File: src/rtl/rns_reverse_converter.sv
// rns_reverse_converter
//   Sequential residue-to-binary converter for the moduli set
//   {2^N-1, 2^N, 2^N+1}. It accepts one residue triple per valid/ready
//   handshake and returns X in [0, M), where M = 2^N*(2^(2N)-1).
//
//   X is rebuilt as X = r2 + 2^N*Y, with Y = X div 2^N in [0, m1*m3):
//     a = Y mod m1 = (r1 - r2) mod m1      (2^N == 1 mod m1)
//     b = Y mod m3 = (r2 - r3) mod m3      (2^N == -1 mod m3)
//     t = (b - a) * m1^-1 mod m3           (m1^-1 == 2^(N-1) mod m3)
//     Y = a + m1*t
//
// Ports
//   clk        rising-edge clock
//   rst        asynchronous, active-high reset
//   in_valid   residue triple present
//   in_ready   converter idle and able to accept
//   r1         residue mod 2^N-1 (all-ones is a non-canonical zero)
//   r2         residue mod 2^N
//   r3         residue mod 2^N+1, range 0..2^N
//   out_valid  result available
//   out_ready  consumer accepts result
//   x          reconstructed binary value (3N bits)
module rns_reverse_converter #(
  parameter int N = 7
) (
  input  logic           clk,
  input  logic           rst,
  input  logic           in_valid,
  output logic           in_ready,
  input  logic [N-1:0]   r1,
  input  logic [N-1:0]   r2,
  input  logic [N:0]     r3,
  output logic           out_valid,
  input  logic           out_ready,
  output logic [3*N-1:0] x
);

  localparam int W = N + 2;
  localparam logic [N:0] M1   = (N+1)'((2**N) - 1);
  localparam logic [N:0] M3   = (N+1)'((2**N) + 1);
  localparam logic [N:0] HALF = (N+1)'(2**(N-1));

  typedef enum logic [2:0] {IDLE, SUB, DIF, MUL, SUM, DONE} state_t;

  // Modular subtraction (p - q) mod m for operands already in 0..m.
  // The raw difference and its corrected value (raw + m) are both formed;
  // the sign (borrow) of the raw difference selects between them.
  function automatic logic [N:0] mod_sub(input logic [N:0] p,
                                         input logic [N:0] q,
                                         input logic [N:0] m);
    logic signed [W-1:0] raw;
    logic signed [W-1:0] cor;
    raw = $signed({1'b0, p}) - $signed({1'b0, q});
    cor = raw + $signed({1'b0, m});
    return raw[W-1] ? cor[N:0] : raw[N:0];
  endfunction

  // (d * 2^(N-1)) mod m3 without a multiplier. With d = 2h + l:
  //   l = 0 : h*2^N        == -h           -> m3 - h (0 when h = 0)
  //   l = 1 : h*2^N + 2^(N-1) == 2^(N-1) - h (h < 2^(N-1), never negative)
  function automatic logic [N:0] mul_half(input logic [N:0] d);
    logic [N:0] h;
    h = d >> 1;
    if (d[0])
      return HALF - h;
    else if (h == '0)
      return '0;
    else
      return M3 - h;
  endfunction

  state_t           r_state;
  logic [N-1:0]     r_r1_p0;
  logic [N-1:0]     r_r2_p0;
  logic [N:0]       r_r3_p0;
  logic [N:0]       r_a_p1;
  logic [N:0]       r_b_p1;
  logic [N:0]       r_d_p2;
  logic [N:0]       r_t_p3;
  logic [3*N-1:0]   r_x;
  logic             r_out_valid;

  logic [N-1:0]     w_r1n;
  logic [N:0]       w_a;
  logic [N:0]       w_b;
  logic [N:0]       w_d;
  logic [N:0]       w_t;
  logic [2*N-1:0]   w_y;

  // Fold the non-canonical all-ones residue of m1 onto zero.
  assign w_r1n = (r_r1_p0 == M1[N-1:0]) ? '0 : r_r1_p0;
  assign w_a   = mod_sub({1'b0, w_r1n}, {1'b0, r_r2_p0}, M1);
  assign w_b   = mod_sub({1'b0, r_r2_p0}, r_r3_p0, M3);
  assign w_d   = mod_sub(r_b_p1, r_a_p1, M3);
  assign w_t   = mul_half(r_d_p2);
  // m1*t = (t << N) - t. Y < 2^(2N)-1, so wrapping 2N-bit arithmetic
  // yields the exact value even though t << N alone may overflow.
  assign w_y   = (2*N)'(r_a_p1) + ((2*N)'(r_t_p3) << N) - (2*N)'(r_t_p3);

  // Gated by rst so the converter never advertises readiness while held
  // in reset, yet is ready in the very first cycle after release.
  assign in_ready  = (r_state == IDLE) && !rst;
  assign out_valid = r_out_valid;
  assign x         = r_x;

  always_ff @(posedge clk or posedge rst) begin
    if (rst) begin
      r_state     <= IDLE;
      r_r1_p0     <= '0;
      r_r2_p0     <= '0;
      r_r3_p0     <= '0;
      r_a_p1      <= '0;
      r_b_p1      <= '0;
      r_d_p2      <= '0;
      r_t_p3      <= '0;
      r_x         <= '0;
      r_out_valid <= 1'b0;
    end else begin
      case (r_state)
        // p0: capture the residue triple
        IDLE: begin
          if (in_valid) begin
            r_r1_p0 <= r1;
            r_r2_p0 <= r2;
            r_r3_p0 <= r3;
            r_state <= SUB;
          end
        end
        // p1: residues of Y modulo m1 and m3
        SUB: begin
          r_a_p1  <= w_a;
          r_b_p1  <= w_b;
          r_state <= DIF;
        end
        // p2: difference of the two residues of Y, mod m3
        DIF: begin
          r_d_p2  <= w_d;
          r_state <= MUL;
        end
        // p3: scale by m1^-1 mod m3
        MUL: begin
          r_t_p3  <= w_t;
          r_state <= SUM;
        end
        // p4: rebuild Y and append the low residue as the bottom N bits
        SUM: begin
          r_x         <= {w_y, r_r2_p0};
          r_out_valid <= 1'b1;
          r_state     <= DONE;
        end
        DONE: begin
          if (out_ready) begin
            r_out_valid <= 1'b0;
            r_state     <= IDLE;
          end
        end
        default: r_state <= IDLE;
      endcase
    end
  end

endmodule

File: config.mk
export PLATFORM = sky130hd
export DESIGN_NAME = rns_reverse_converter
export DESIGN_NICKNAME = d
export VERILOG_FILES = /design/src/rtl/rns_reverse_converter.sv
export SDC_FILE = /design/constraint.sdc
export NUM_CORES = 1
export LEC_CHECK = 0
export ABC_AREA = 1
export CORE_ASPECT_RATIO = 1.75
export CORE_MARGIN = 2
export CORE_UTILIZATION = 25
export CTS_CLUSTER_DIAMETER = 60
export DETAILED_ROUTE_END_ITERATION = 10
export PLACE_DENSITY = 0.43
export SLEW_MARGIN = 10
export SYNTH_ARGS = -nofsm -noshare
export SYNTH_HDL_FRONTEND = slang
export SYNTH_SLANG_ARGS = --single-unit
File: constraint.sdc
create_clock -name clk -period 3.2 [get_ports clk]
set_clock_uncertainty 0.2 [all_clocks]
set_input_delay 0.48 -clock clk [delete_from_list [all_inputs] [get_ports clk]]
set_output_delay 0.48 -clock clk [all_outputs]
set_load 0.03 [all_outputs]
# [Word-level counts from Yosys, hierarchy flattened]
# Cells that the tools add are included.
[totals] reg_bits=79
[op_classes] eq_ne=8 addsub=10 n_reduce_logical=8 n_mux=11
[op_table] cell="2-to-1 mux 8 bit" count=5
[op_table] cell="adder 8 bit, second input constant" count=3
[op_table] cell="one-hot mux 3 bit (6 select lines)" count=1
[op_table] cell="adder 8 x 14 -> 14 bit" count=1
[op_table] cell="subtractor 14 x 8 -> 14 bit" count=1
[op_table] cell="subtractor 7 x 8 -> 9 bit" count=1
[op_table] cell="subtractor 8 x 8 -> 9 bit" count=1
[op_table] cell="logical NOT 8 bit" count=1
[op_table] cell="subtractor 7 x 7 -> 8 bit" count=1
[op_table] cell="subtractor 7 x 7 -> 8 bit, first input constant" count=1
[op_table] cell="subtractor 8 x 7 -> 8 bit, first input constant" count=1
[op_table] cell="equality test 7 bit, second input constant" count=1
[op_table] cell="2-to-1 mux 7 bit" count=1
[op_table] cell="equality test 3 x 2 -> 1 bit, second input constant" count=2
[op_table] cell="equality test 3 bit, second input constant" count=2
[op_table] cell="2-to-1 mux 3 bit" count=2
[op_table] cell="AND reduction 2 bit" count=3
[op_table] cell="inequality test 2 bit, second input constant" count=2
[op_table] cell="equality test 3 x 1 -> 1 bit, second input constant" count=1
[op_table] cell="logical NOT 3 bit" count=1
[op_table] cell="one-hot mux 1 bit (2 select lines)" count=1
[op_table] cell="nonzero test 2 bit" count=1
[op_table] cell="logical AND 1 bit" count=1
[op_table] cell="logical NOT 1 bit" count=1
[op_table] cell="2-to-1 mux 1 bit" count=1

# [Logic depth before layout (Yosys ltp)]
# Gate-level depths: netlist of run 1.
[depth] depth_word=5 ltp_mapped=16

# [Least setup slack after synthesis of run 1]
# Ideal clock, no wire load.
[synth_path] kind="reg2reg" startpoint="register r_r1_p0[1]" endpoint="register r_a_p1[5]" slack_ps=780 n_path_buf=0 stages_incl_launch_ff=16 t_arrival_ps=2094 synth_period_minus_slack_ps=2420 required_ps=2874 setup_ps=126 path_cell_list="dfrtp_1 inv_1 nor4_1 nand2_1 inv_1 nor2_1 fa_1 inv_1 or2_2 nand2_1 nor3_1 nand3_1 nor2_1 nand2_1 nand3_1 o21ai_0"
[synth_via] elab_chain_cells=5
[synth_lines] element="from (decl)" line="73" rtl="logic [N-1:0] r_r1_p0;"
[synth_lines] element="from (signal assigned)" line="123" rtl="r_r1_p0 <= r1;"
[synth_lines] element="equality test 7 bit" line="91" rtl="assign w_r1n = (r_r1_p0 == M1[N-1:0]) ? '0 : r_r1_p0;"
[synth_lines] element="2-to-1 mux 7 bit (*)" line="91"
[synth_lines] element="subtractor 7 x 7 -> 8 bit (*)" line="53" rtl="raw = $signed({1'b0, p}) - $signed({1'b0, q});"
[synth_lines] element="adder 8 bit" line="54" rtl="cor = raw + $signed({1'b0, m});"
[synth_lines] element="2-to-1 mux 8 bit (*)" line="55" rtl="return raw[W-1] ? cor[N:0] : raw[N:0];"
[synth_lines] element="to (signal assigned)" line="131" rtl="r_a_p1 <= w_a;"
[synth_lines] element="to (decl)" line="76" rtl="logic [N:0] r_a_p1;"
# Mark *: on every way between the ends. The rest lies on a longest branch, timed or not.
# A chain may end at the register's enable or synchronous reset.

# [Worst setup path after layout of run 1]
[layout_path] startpoint="register r_state[1]" endpoint="output port in_ready"
[layout_via] elab_chain_cells=2
[layout_lines] element="from (decl)" line="72" rtl="state_t r_state;"
[layout_lines] element="from (signal assigned)" line="108" rtl="r_state <= IDLE;"
[layout_lines] element="from (signal assigned)" line="126" rtl="r_state <= SUB;"
[layout_lines] element="from (signal assigned)" line="133" rtl="r_state <= DIF;"
[layout_lines] element="logical NOT 3 bit" line="102" rtl="assign in_ready = (r_state == IDLE) && !rst;"
[layout_lines] element="logical AND 1 bit" line="102"
[layout_lines] element="to (decl)" line="29" rtl="output logic in_ready,"
# Every way passes these cells.

==> results of run 1 <==
state kept, by name, indices dropped and copies added (netlist names):
register   cells
r_state        3
r_b_p1         8
r_d_p2         8
r_t_p3         8
x             21
out_valid      1
r_r2_p0        7
r_a_p1         8
r_r1_p0        7
r_r3_p0        8
synth_stat cells (6+ instances only):
cell / instances
sky130_fd_sc_hd__nand4_1: 12
sky130_fd_sc_hd__nor2_1: 69
sky130_fd_sc_hd__a31oi_1: 6
sky130_fd_sc_hd__xnor2_1: 7
sky130_fd_sc_hd__nand3_1: 53
sky130_fd_sc_hd__a21oi_1: 52
sky130_fd_sc_hd__ha_1: 47
sky130_fd_sc_hd__buf_2: 8
sky130_fd_sc_hd__inv_1: 107
sky130_fd_sc_hd__dfrtp_1: 79
sky130_fd_sc_hd__o21ai_1: 14
sky130_fd_sc_hd__xor2_1: 15
sky130_fd_sc_hd__o21ai_0: 35
sky130_fd_sc_hd__nand2_1: 170
critical path, stage by stage, from the launching register on:
cell	delay (ps)
sky130_fd_sc_hd__dfrtp_1	450
sky130_fd_sc_hd__nor2_1	130
sky130_fd_sc_hd__inv_1	80
sky130_fd_sc_hd__nor2_1	130
sky130_fd_sc_hd__inv_1	80
sky130_fd_sc_hd__nor2_1	280
sky130_fd_sc_hd__clkdlybuf4s50_1	750
cell families after synthesis:
group	after synthesis	synth area share
mux	2	0.00404
compound gates	129	0.130
flops	79	0.355
simple gates	334	0.262
buf+inv	123	0.0880
xor+xnor	23	0.0375
fa+ha+maj	52	0.124
per-stage QoR:
stage               std cells   util  hold slack, ps  cell area, sq um
finish                   1095  0.305             273              6700
global route             1095  0.305             304              6700
CTS                      1095  0.305             278              6700
detailed placement       1079  0.291             271              6400
global placement         1079  0.291             259              6400
floorplan                 742      -             253              5570
final cells by class:
type                    instances  area, sq um  share of cell area
inverters                     110          414              0.0618
flip-flops and latches         79         1980               0.295
clock buffers                  11          243              0.0362
well taps                     296          370              0.0552
multi-input cells             540         3100               0.463
repair buffers                 54          538              0.0803
clock inverters                 5         57.6             0.00859
metal layers:
| layer | up-vias | GRT usage |
|---|---|---|
| li1 | 2517 | - |
| met1 | 2191 | 0.130 |
| met2 | 51 | 0.277 |
| met3 | 16 | 0.0214 |
| met4 | 0 | 0.0479 |
| met5 | - | 0 |
worst min path at each step:
| stage | startpoint | end | slack (ps) | depth (start not counted) |
|---|---|---|---|---|
| finish | rst | r_state[0] | 270 | 2 |
| CTS | rst | r_state[1] | 280 | 2 |
| global route | rst | r_state[1] | 300 | 2 |
| detailed placement | x[8] | x[8] | 270 | 2 |
| global placement | x[8] | x[8] | 260 | 2 |
| floorplan | r_b_p1[2] | r_b_p1[2] | 250 | 2 |
==> out/results.txt, run 1 <==
Outcome: completed
Core box area: 22000 sq um
WP data required: 2520 ps
Largest cells by area after synthesis: sky130_fd_sc_hd__dfrtp_1 (35%), sky130_fd_sc_hd__nand2_1 (11%), sky130_fd_sc_hd__ha_1 (11%)
Clock tree from TritonCTS: yes
Number of rows in the core area: 72
Category of the worst setup path capture point: output pin
Synth warnings: 0
Dpl hpwl: 12000 um
Buffers added on ports: 48
Clk_lat worst skew: 350 ps
Total negative slack for setup checks: 0 ps
Initial antenna violation count: 0
Most common cell after layout, fill and taps aside: sky130_fd_sc_hd__nand2_1
Signal arrival time at the worst endpoint: 2240 ps
Number of fill cells: 2433
Tot GR Track Use: 0.136
Routed via count: 4775
Vias per cell: 4.36
N_diodes: 0
Endpoints failing setup: 0
Maximum clock rate: 0.342 GHz
Leftover overflow at the end of global routing: 0
Post-Syn Instances: 742
Classification of the worst setup path: reg -> out
Endpoints failing hold: 0
Count of nets left with antenna violations after detail routing: 0
Clock buffers created by TritonCTS: 9
Top-level I/O count: 49
Number of design-rule violations left by the first detailed-router iteration: 114
Critical path peak fanout: 4
Layout overhead on the synthesized area: 20.3%
Starting density of the core: 0.253
Syn Nets: 820
Share of the clock period used by the worst path: 0.913
Setup slack after layout: 280 ps
Number of nets at the end of the flow: 872
Synthesis-stage register bit count: 79
Width of the chip: 117 um
Post-CTS resize count: 0
Count of unresolved DRC violations after routing: 0
Slew of the pin with the lowest slew margin: 654 ps
Fraction of the yosys area taken by sequential cells: 0.355
Clock tree root driver cell: sky130_fd_sc_hd__clkbuf_16
Via count of the first global-routing pass: 4978
Cell variety after synth: 45
Area share of the largest cell type after synthesis: 0.355
Count of pins over their slew limit: 0
Height of the die: 201 um
Routed length on met3: 346 um
Main flop type after synthesis: sky130_fd_sc_hd__dfrtp_1
Total detailed-routing wirelength: 14700 um
Source of the critical timing path: r_state[1]
Worst max-slew margin expressed relative to the limit: 0.563
Startpoint class of the critical path: flip-flop
Avg WL per Cell: 13.5 um
Path depth of the worst reg2reg path: 14
Worst reg-to-reg setup slack: 410 ps
Cell area after synthesis: 5570 sq um
Synth async-reset ratio: 1.00
Placer Congestion: 0.813
Length of routed met2 wiring: 8770 um
Fin crit period: 2920 ps
Worst r2r src: r_r1_p0[1]
Die Area: 23500 sq um
Worst setup path end: in_ready
RSZ-0062 raised after global routing: no
Number of H-tree branching levels: 3
Worst setup slack after placement: 399 ps
Max-Cap Viols: 0
Dominant cell type by area after synthesis: sky130_fd_sc_hd__dfrtp_1
Pre-antenna DRT Iters: 4
Number of enable flip-flop cells after synthesis: 0
Fraction of final layout cells with drive strength greater than 1: 0.0676
Number of clock sinks: 79
Hold crit path type: in -> async
Clock input transition at the sequential cells of the worst setup and hold paths: 70 ps
CTS max path bufs: 2
Global-route wire length before repair: 24600 um
Maximum number of pins on one net before global-route repair: 61
CTS hold repair buffers: 0
Synthesized area per cell: 7.51 sq um
Worst R2R End: r_a_p1[6]
Most used cells in the layout excluding fill and tap cells: sky130_fd_sc_hd__nand2_1 (170), sky130_fd_sc_hd__inv_1 (106), sky130_fd_sc_hd__dfrtp_1 (79)
Wire length on met1: 5230 um
Uppermost routed layer: met4
Post-CTS setup buffers: 0
Power of run 1 is left out: the tool's default activity adds up to more than one toggle a clock period on the data nets, which glitch-free logic cannot reach.
==> inputs of run 2 (changes only) <==
--- a/config.mk
+++ b/config.mk
@@ -11,6 +11,7 @@
 export CORE_UTILIZATION = 25
 export CTS_CLUSTER_DIAMETER = 60
 export DETAILED_ROUTE_END_ITERATION = 10
+export HOLD_SLACK_MARGIN = 0.08
 export PLACE_DENSITY = 0.43
 export SLEW_MARGIN = 10
 export SYNTH_ARGS = -nofsm -noshare
==> results of run 2 <==
No change in the layout: final DEF, timing and power equal those of run 1.
Power of run 2 is left out for the same reason.
==> inputs of run 3 (changes only) <==
--- a/config.mk
+++ b/config.mk
@@ -13,7 +13,9 @@
 export DETAILED_ROUTE_END_ITERATION = 10
 export HOLD_SLACK_MARGIN = 0.08
 export PLACE_DENSITY = 0.43
+export REMOVE_ABC_BUFFERS = 1
 export SLEW_MARGIN = 10
 export SYNTH_ARGS = -nofsm -noshare
 export SYNTH_HDL_FRONTEND = slang
 export SYNTH_SLANG_ARGS = --single-unit
+export TNS_END_PERCENT = 50
==> out/results.txt, run 3 (synthesis results as in run 1) <==
Most used cells in the layout excluding fill and tap cells: sky130_fd_sc_hd__nand2_1 (170), sky130_fd_sc_hd__inv_1 (106), sky130_fd_sc_hd__dfrtp_1 (79) (unchanged)
Maximum clock rate: 0.369 GHz (was 0.342 GHz)
Source of the critical timing path: r_r1_p0[1] (was r_state[1])
Number of rows in the core area: 72 (unchanged)
CP Cell Sequence: inv_1 > nor4_1 > nand2_1 > inv_1 > nor2_1 > fa_1 > nand3_1 > nand3_1 > xor2_1 > nand2_1 > nor2_1 > nand3_1 > nand2_1 > nor2_1 (was nor2_1 > inv_1 > nor2_1 > inv_1 > nor2_1 > clkdlybuf4s50_1)
Hold crit path type: reg -> reg (was in -> async)
Endpoints failing hold: 0 (unchanged)
Pre-antenna DRT Iters: 4 (unchanged)
Post-CTS resize count: 0 (unchanged)
Post-CTS setup buffers: 0 (unchanged)
Hold path depth: 2
Cell at the slowest stage of the critical path: sky130_fd_sc_hd__fa_1 (was sky130_fd_sc_hd__clkdlybuf4s50_1)
Max-Cap Viols: 0 (unchanged)
Worst R2R End: r_a_p1[6] (unchanged)
Endpoints failing setup: 0 (unchanged)
Placer Congestion: 0.845 (was 0.813)
Cell total after placement: 1079 (unchanged)
Worst max-slew margin expressed relative to the limit: 0.562 (was 0.563)
Clock input transition at the sequential cells of the worst setup and hold paths: 70 ps (about the same)
Width of the chip: 117 um (unchanged)
Min-Delay Endpoint: x[8]
Classification of the worst setup path: reg -> reg (was reg -> out)
CTS max path bufs: 2 (unchanged)
Buffers added on ports: 48 (unchanged)
Most common cell after layout, fill and taps aside: sky130_fd_sc_hd__nand2_1 (unchanged)
Signal arrival time at the worst endpoint: 2750 ps (was 2240 ps)
Number of design-rule violations left by the first detailed-router iteration: 128 (was 114)
Die Area: 23500 sq um (unchanged)
Worst r2r src: r_r1_p0[1] (unchanged)
Leftover overflow at the end of global routing: 0 (unchanged)
Initial antenna violation count: 0 (unchanged)
Layout overhead on the synthesized area: 20.7% (was 20.3%)
Global-route wire length before repair: 24500 um (was 24600 um)
Via count of the first global-routing pass: 4970 (was 4978)
Instance count on the critical path: 14 (was 6)
Routed via count: 4813 (was 4775)
Slew of the pin with the lowest slew margin: 656 ps (was 654 ps)
Maximum number of pins on one net before global-route repair: 80 (was 61)
Category of cells accounting for the largest share of critical-path delay: simple AND/OR/NAND/NOR gates (was buffers and inverters)
Clock tree from TritonCTS: yes (unchanged)
Category of the worst setup path capture point: flip-flop (was output pin)
Number of flip-flops in the largest register: 21 (unchanged)
Share of the clock period used by the worst path: 0.846 (was 0.913)
Starting density of the core: 0.253 (unchanged)
Sum of buffers and inverters on the critical path: 2 (was 3)
N_diodes: 0 (unchanged)
Startpoint class of the critical path: flip-flop (unchanged)
Count of unresolved DRC violations after routing: 0 (unchanged)
Delay of the slowest cell on the worst path: 440 ps (was 750 ps)
Dpl hpwl: 11800 um (was 12000 um)
Fin crit period: 2710 ps (was 2920 ps)
CTS hold repair buffers: 0 (unchanged)
Number of fill cells: 2467 (was 2433)
Clock tree root driver cell: sky130_fd_sc_hd__clkbuf_16 (unchanged)
Clock buffers created by TritonCTS: 9 (unchanged)
Height of the die: 201 um (unchanged)
Count of nets left with antenna violations after detail routing: 0 (unchanged)
Outcome: completed (unchanged)
Avg WL per Cell: 13.4 um (was 13.5 um)
Number of H-tree branching levels: 3 (unchanged)
Top-level I/O count: 49 (unchanged)
Number of nets at the end of the flow: 872 (unchanged)
Total detailed-routing wirelength: 14700 um (about the same)
Count of pins over their slew limit: 0 (unchanged)
Vias per cell: 4.40 (was 4.36)
Core box area: 22000 sq um (unchanged)
Number of clock sinks: 79 (unchanged)
Hold Path Origin: x[8]
Path depth of the worst reg2reg path: 14 (unchanged)
Number of non-filler instances in the completed layout: 1095 (unchanged)
Tot GR Track Use: 0.134 (was 0.136)
Worst reg-to-reg setup slack: 490 ps (was 410 ps)
Total negative slack for setup checks: 0 ps (unchanged)
Clk_lat worst skew: 340 ps (was 350 ps)
WP data required: 3240 ps (was 2520 ps)
RSZ-0062 raised after global routing: no (unchanged)
Fraction of final layout cells with drive strength greater than 1: 0.0688 (was 0.0676)
Critical path peak fanout: 6 (was 4)
## run 3: tightest hold or removal path: cells and delay by family, from the launching register on
kind / cells / cell delay, ps
flops: 1 / 340
simple gates: 2 / 100
## run 3: how the worst max path moves through the flow
| stage | endpoint | slack (ps) |
|---|---|---|
| final | r_a_p1[6] | 490 |
| after global routing | r_a_p1[5] | 240 |
| after detailed placement | r_a_p1[6] | 490 |
| after CTS | r_a_p1[6] | 490 |
| after global placement | r_a_p1[6] | 480 |
| after floorplan | out_valid | 500 |
## run 3: metrics by stage
stage / util / hold WS [ps] / cell area (sq um) / worst slack [ps]
after floorplan: - / 253 / 5490 / 497
after global placement: 0.291 / 255 / 6400 / 484
after detailed placement: 0.291 / 264 / 6400 / 486
after CTS: 0.306 / 277 / 6730 / 487
after global routing: 0.306 / 294 / 6730 / 238
final: 0.306 / 275 / 6730 / 492
## run 3: layout make-up
| cell class | instances | area, sq um | area share |
|---|---|---|---|
| sequential | 79 | 1980 | 0.294 |
| multi-input combinational | 540 | 3100 | 0.461 |
| tap | 296 | 370 | 0.0551 |
| clock inverter | 7 | 97.6 | 0.0145 |
| clock buffer | 9 | 225 | 0.0335 |
| timing repair buffer | 54 | 538 | 0.0800 |
| inverter | 110 | 414 | 0.0616 |
## run 3: per-layer routing
layer	track usage	wire [um]
met5	0	0
met2	0.274	8890
met4	0.0395	230
met1	0.133	5350
met3	0.0154	244
Power of run 3 is left out for the same reason.
